==> config.mk <==
export PLATFORM = sky130hd
export DESIGN_NAME = sync_fifo
export DESIGN_NICKNAME = d
export VERILOG_FILES = /design/src/rtl/fifo_pkg.sv /design/src/rtl/sync_fifo_mem.sv /design/src/rtl/sync_fifo.sv
export SDC_FILE = /design/constraint.sdc
export NUM_CORES = 1
export LEC_CHECK = 0
export CAP_MARGIN = 0
export CORE_MARGIN = 10
export CORE_UTILIZATION = 50
export CTS_CLUSTER_DIAMETER = 200
export DETAILED_ROUTE_END_ITERATION = 7
export GPL_TIMING_DRIVEN = 0
export PLACE_DENSITY = 0.68
export SYNTH_ARGS = -nofsm -noshare
export SYNTH_HDL_FRONTEND = slang
export SYNTH_HIERARCHICAL = 1
export SYNTH_SLANG_ARGS = --single-unit
export TNS_END_PERCENT = 10
==> constraint.sdc <==
create_clock -name clk -period 3.9 [get_ports clk]
set_input_delay 0.78 -clock clk [delete_from_list [all_inputs] [get_ports clk]]
set_output_delay 0.78 -clock clk [all_outputs]
set_load 0.03 [all_outputs]
==> src/rtl/fifo_pkg.sv <==
// Shared constants and helpers for the single-clock FIFO family.
// Default geometry, read-mode encodings and the depth helper live here.
package fifo_pkg;

    localparam int unsigned DEF_DATA_SIZE = 8;
    localparam int unsigned DEF_ADDR_SIZE = 4;

    localparam int unsigned MODE_STD  = 0;
    localparam int unsigned MODE_FWFT = 1;

    function automatic int unsigned fifo_depth(input int unsigned addr_size);
        return 32'd1 << addr_size;
    endfunction

endpackage

==> src/rtl/sync_fifo_mem.sv <==
// Dual-port storage array for sync_fifo: synchronous write, combinational read.
// Contents are deliberately not reset.
module sync_fifo_mem
    import fifo_pkg::*;
#(
    parameter int unsigned DATA_SIZE = DEF_DATA_SIZE,
    parameter int unsigned ADDR_SIZE = DEF_ADDR_SIZE
) (
    input  logic                 wclk,
    input  logic                 wr_en,
    input  logic [ADDR_SIZE-1:0] waddr,
    input  logic [DATA_SIZE-1:0] wdata,
    input  logic [ADDR_SIZE-1:0] raddr,
    output logic [DATA_SIZE-1:0] rdata
);

    localparam int unsigned DEPTH = fifo_depth(ADDR_SIZE);

    logic [DATA_SIZE-1:0] mem [DEPTH];

    always_ff @(posedge wclk) begin
        if (wr_en) begin
            mem[waddr] <= wdata;
        end
    end

    assign rdata = mem[raddr];

endmodule

==> src/rtl/sync_fifo.sv <==
// Single-clock FIFO with standard or first-word-fall-through read, occupancy
// count, almost-full/almost-empty thresholds, sticky error flags and flush.
module sync_fifo
    import fifo_pkg::*;
#(
    parameter int unsigned DATA_SIZE = DEF_DATA_SIZE,
    parameter int unsigned ADDR_SIZE = DEF_ADDR_SIZE,
    parameter int unsigned FWFT      = MODE_STD,
    parameter int unsigned AF_MARGIN = 2,
    parameter int unsigned AE_MARGIN = 2
) (
    input  logic                 clk,
    input  logic                 rst_n,
    input  logic                 flush,
    input  logic                 wr_en,
    input  logic [DATA_SIZE-1:0] wdata,
    input  logic                 rd_en,
    output logic [DATA_SIZE-1:0] rdata,
    output logic                 full,
    output logic                 empty,
    output logic                 almost_full,
    output logic                 almost_empty,
    output logic [ADDR_SIZE:0]   count,
    output logic                 overflow,
    output logic                 underflow
);

    localparam int unsigned DEPTH = fifo_depth(ADDR_SIZE);
    localparam logic [ADDR_SIZE:0] AF_LEVEL = (ADDR_SIZE+1)'(DEPTH - AF_MARGIN);
    localparam logic [ADDR_SIZE:0] AE_LEVEL = (ADDR_SIZE+1)'(AE_MARGIN);
    localparam logic [ADDR_SIZE:0] PTR_ONE  = (ADDR_SIZE+1)'(1);

    logic [ADDR_SIZE:0]   wptr;
    logic [ADDR_SIZE:0]   rptr;
    logic [ADDR_SIZE:0]   cnt;
    logic                 ovf_q;
    logic                 udf_q;
    logic                 full_w;
    logic                 empty_w;
    logic                 wr_accept;
    logic                 rd_accept;
    logic [DATA_SIZE-1:0] mem_rdata;

    // Extra pointer MSB separates the full and empty cases when low bits match.
    assign full_w  = (wptr[ADDR_SIZE] != rptr[ADDR_SIZE]) &&
                     (wptr[ADDR_SIZE-1:0] == rptr[ADDR_SIZE-1:0]);
    assign empty_w = (wptr == rptr);

    assign wr_accept = wr_en & ~full_w & ~flush;
    assign rd_accept = rd_en & ~empty_w & ~flush;

    sync_fifo_mem #(
        .DATA_SIZE (DATA_SIZE),
        .ADDR_SIZE (ADDR_SIZE)
    ) u_mem (
        .wclk  (clk),
        .wr_en (wr_accept),
        .waddr (wptr[ADDR_SIZE-1:0]),
        .wdata (wdata),
        .raddr (rptr[ADDR_SIZE-1:0]),
        .rdata (mem_rdata)
    );

    always_ff @(posedge clk or negedge rst_n) begin
        if (!rst_n) begin
            wptr <= '0;
            rptr <= '0;
        end else if (flush) begin
            wptr <= '0;
            rptr <= '0;
        end else begin
            if (wr_accept) wptr <= wptr + PTR_ONE;
            if (rd_accept) rptr <= rptr + PTR_ONE;
        end
    end

    always_ff @(posedge clk or negedge rst_n) begin
        if (!rst_n) begin
            cnt <= '0;
        end else if (flush) begin
            cnt <= '0;
        end else begin
            unique case ({wr_accept, rd_accept})
                2'b10:   cnt <= cnt + PTR_ONE;
                2'b01:   cnt <= cnt - PTR_ONE;
                default: cnt <= cnt;
            endcase
        end
    end

    always_ff @(posedge clk or negedge rst_n) begin
        if (!rst_n) begin
            ovf_q <= 1'b0;
            udf_q <= 1'b0;
        end else if (flush) begin
            ovf_q <= 1'b0;
            udf_q <= 1'b0;
        end else begin
            if (wr_en && full_w)  ovf_q <= 1'b1;
            if (rd_en && empty_w) udf_q <= 1'b1;
        end
    end

    generate
        if (FWFT == MODE_FWFT) begin : g_fwft
            // Head word straight from the array; forced to zero while empty so
            // uninitialised storage never reaches the port.
            assign rdata = empty_w ? '0 : mem_rdata;
        end else begin : g_std
            logic [DATA_SIZE-1:0] rdata_q;

            always_ff @(posedge clk or negedge rst_n) begin
                if (!rst_n) begin
                    rdata_q <= '0;
                end else if (rd_accept) begin
                    rdata_q <= mem_rdata;
                end
            end

            assign rdata = rdata_q;
        end
    endgenerate

    assign full         = full_w;
    assign empty        = empty_w;
    assign count        = cnt;
    assign almost_full  = (cnt >= AF_LEVEL);
    assign almost_empty = (cnt <= AE_LEVEL);
    assign overflow     = ovf_q;
    assign underflow    = udf_q;

endmodule

==> out/metrics.yaml <==
status:
  status: "finished clean"
setup_path:
  reg2reg_to: "count[4]$_DFFE_PN0P_"
  arrival_ns: 3.52
  worstPathCellList: "clkdlybuf4s50_1, clkbuf_1, o21ai_0, nor2_1, nand3b_1, nor3_1"
  cp-end-kind: "flip-flop"
  rrSetupSlack_ns: 0.56
  r2r_cells: 11
  critical_path_required_ns: 3.93
  critPathMaxFanout: 10
  cp_slowest_cell: "nor3_1"
  cp-start-kind: "input port"
  cpPeakStageDelay_ns: 1.05
  worstSetupPathType: "in2reg"
  r2r-start: "wptr[0]$_DFFE_PN0P_"
yosys:
  yosysUniqueCellTypes: 49
  synth_area_leaders: "edfxtp_1 (60%), dfrtp_1 (9.8%), mux4_2 (6.3%)"
  synth_top_flop_cell: "edfxtp_1"
  yosysTopAreaCellShare: 0.6004
  synthCells: 354
  synth_fp_nets: 373
  synth_edf_count: 128
  synth_top_area_cell: "edfxtp_1"
  ys_warn_count: 6
  ys_seq_elements: 153
  syn_area_mm2: 0.006402
  avgSynthCellArea_um2: 18.09
  ys_seq_area_frac: 0.6981
  async_flop_share: 0.1634
timing:
  setup_viol: 0
  slew_headroom: 0.09633
  fin_skew_ns: 0.01010
  maxSlewViolCount: 0
  worst_slew_pin_slew_ns: 1.345
  min_period_ns: 3.489
  fin_crit_sh: 0.8945
  rsz0062_at_grt: "no"
  hold_viol: 0
  max_freq_mhz: 286.7
finish:
  regArea_mm2: 0.004469
  nFillCells: 930
  antenna_cells: 0
  area_delta_synth_final_pct: 16.90
  drive_gt1_frac: 0.1918
  multi_input_area_mm2: 0.001829
  mostFrequentLayoutCells: "edfxtp_1 (128), clkdlybuf4s50_1 (30), nor2_1 (27)"
  final_common_cell: "edfxtp_1"
  final_util: 0.5955
  nNetsFinal: 423
route:
  drt_iter0_markers: 340
  routed_wl_mm: 13.06
  drt_pass1_iterations: 5
  antenna_left: 0
  drc: 0
  routedWlPerCell_um: 22.18
  viasPerCell: 5.761
  dr_total_vias: 3393
placement:
  dp_hpwl_mm: 8.554
  place.gp.congestion: 0.7726
  numPortBuffers: 30
clock_tree:
  cts_buffers: 17
  cts.reportedPaths.clkPinSlew_ns: 0.06
  clk-insertion-delay-late_ns: 0.43
  root_buffer: "clkbuf_16"
  post_cts_buffers: 0
  cts_max_level: 4
  cts_buffer_depth: 2
  clock-sinks: 153
  cts_tree: "yes"
power:
  powerDensity_mw_per_mm2: 570.0
  power_mw: 4.266
  p_leak_nw: 2.525
  vdd_drop_max_mv: 0.3120
run:
  timing.max_cap.violations: 0
global_routing:
  grt_first_pass_wirelength_mm: 20.24
  grt_usage: 0.1526
  antenna_found_initial: 0
  overflow: 0
  grt_pass1_vias: 3491
  grt_max_degree: 26
die:
  dieWidth_um: 133.2
  rows: 41
  core_mm2: 0.01257
  fp.dieH_um: 133.2
  io_pins: 32
  start_util: 0.5094
  die_area_mm2: 0.01773
hold_path:
  hold_depth: 2
  min_to: "overflow$_DFFE_PN0P_"
  hold_class: "reg2reg"
  worstHoldStart: "overflow$_DFFE_PN0P_"
==> worst max path at each step <==
stage	cells past startpoint	startpoint	slack, ns	end
6_report	6	wr_en	0.41	u_mem/mem[4][4]$_DFFE_PP_
3_5_place_dp	6	wr_en	-0.34	u_mem/mem[0][3]$_DFFE_PP_
5_1_grt	6	wr_en	0.25	u_mem/mem[4][4]$_DFFE_PP_
2_1_floorplan	10	flush	0.77	count[4]$_DFFE_PN0P_
3_3_place_gp	6	wr_en	-0.28	u_mem/mem[0][3]$_DFFE_PP_
4_1_cts	6	wr_en	0.12	u_mem/mem[0][0]$_DFFE_PP_
==> cell usage after synthesis, drive strengths merged (2+ instances only) <==
cell type        n
a21oi           11
a22oi           16
and2             2
buf              8
clkbuf           4
clkdlybuf4s25    3
dfrtp           25
edfxtp         128
ha               5
inv              2
mux2             9
mux2i            4
mux4            32
nand2           13
nand2b           4
nand3            4
nand3b           2
nand4            5
nor2            29
nor2b            2
nor3             4
o211ai           2
o21ai            7
or2b             2
xnor2           11
xor2             5
==> where the power goes <==
group | switching, mW | leakage [nW] | internal [mW]
Combinational | 0.450 | 0.783 | 0.385
Sequential | 0.0631 | 1.48 | 1.84
Clock | 0.643 | 0.262 | 0.881
Total | 1.16 | 2.53 | 3.11
==> layout make-up <==
class | count | area share
tap | 172 | 0.02875
buffer | 15 | 0.01421
timing repair buffer | 31 | 0.04079
sequential | 153 | 0.5971
inverter | 2 | 0.001003
clock buffer | 19 | 0.05784
multi-input combinational | 184 | 0.2444
clock inverter | 13 | 0.01588
==> layer usage <==
metal | global-route usage | vias up | wire (µm)
met5 | 0 | - | 0
met3 | 0.04023 | 14 | 609
li1 | - | 1525 | -
met1 | 0.1921 | 1767 | 5573
met4 | 0.06046 | 0 | 191
met2 | 0.2474 | 87 | 6689
==> flip-flops by register name (all words and copies together) (netlist names) <==
name       flops
count          5
overflow       1
rdata          8
rptr           5
u_mem/mem    128
underflow      1
wptr           5
==> through the flow <==
step	setup TNS [ns]	instances	hold slack (ns)	setup slack (ns)	cell area (µm²)
floorplan	0	354	0.4844	0.7666	6402
global placement	-2.239	556	0.4781	-0.2803	6918
detailed placement	-3.297	556	0.4920	-0.3352	6918
CTS	0	588	0.5047	0.1232	7470
global route	0	589	0.5367	0.2536	7485
finish	0	589	0.5040	0.4115	7485
==> logic make-up (layout without fill, tap and decap cells) <==
kind of cell             after synthesis  in the layout  share of synthesized area
multiplexers                          45             45                     0.1434
adder cells (fa/ha/maj)                6              6                    0.01290
XOR/XNOR                              16             16                    0.02306
buffers and inverters                 17             80                    0.01778
flip-flops                           153            153                     0.6981
AND/OR/NAND/NOR                       73             73                    0.05863
AO/OA/AOI/OAI                         44             44                    0.04612
==> critical path: cells and delay by family <==
family          cells  cell delay (ns)
compound gates      1             0.31
buf+inv             2             0.84
simple gates        3             1.58
==> timing repair <==
| action | CTS | global route |
|---|---|---|
| endpoints found under the setup margin | 0 | 8 |
| gates resized for setup | 0 | 1 |
| hold buffers | 0 | 0 |
Power figures use the tool's default switching activity.
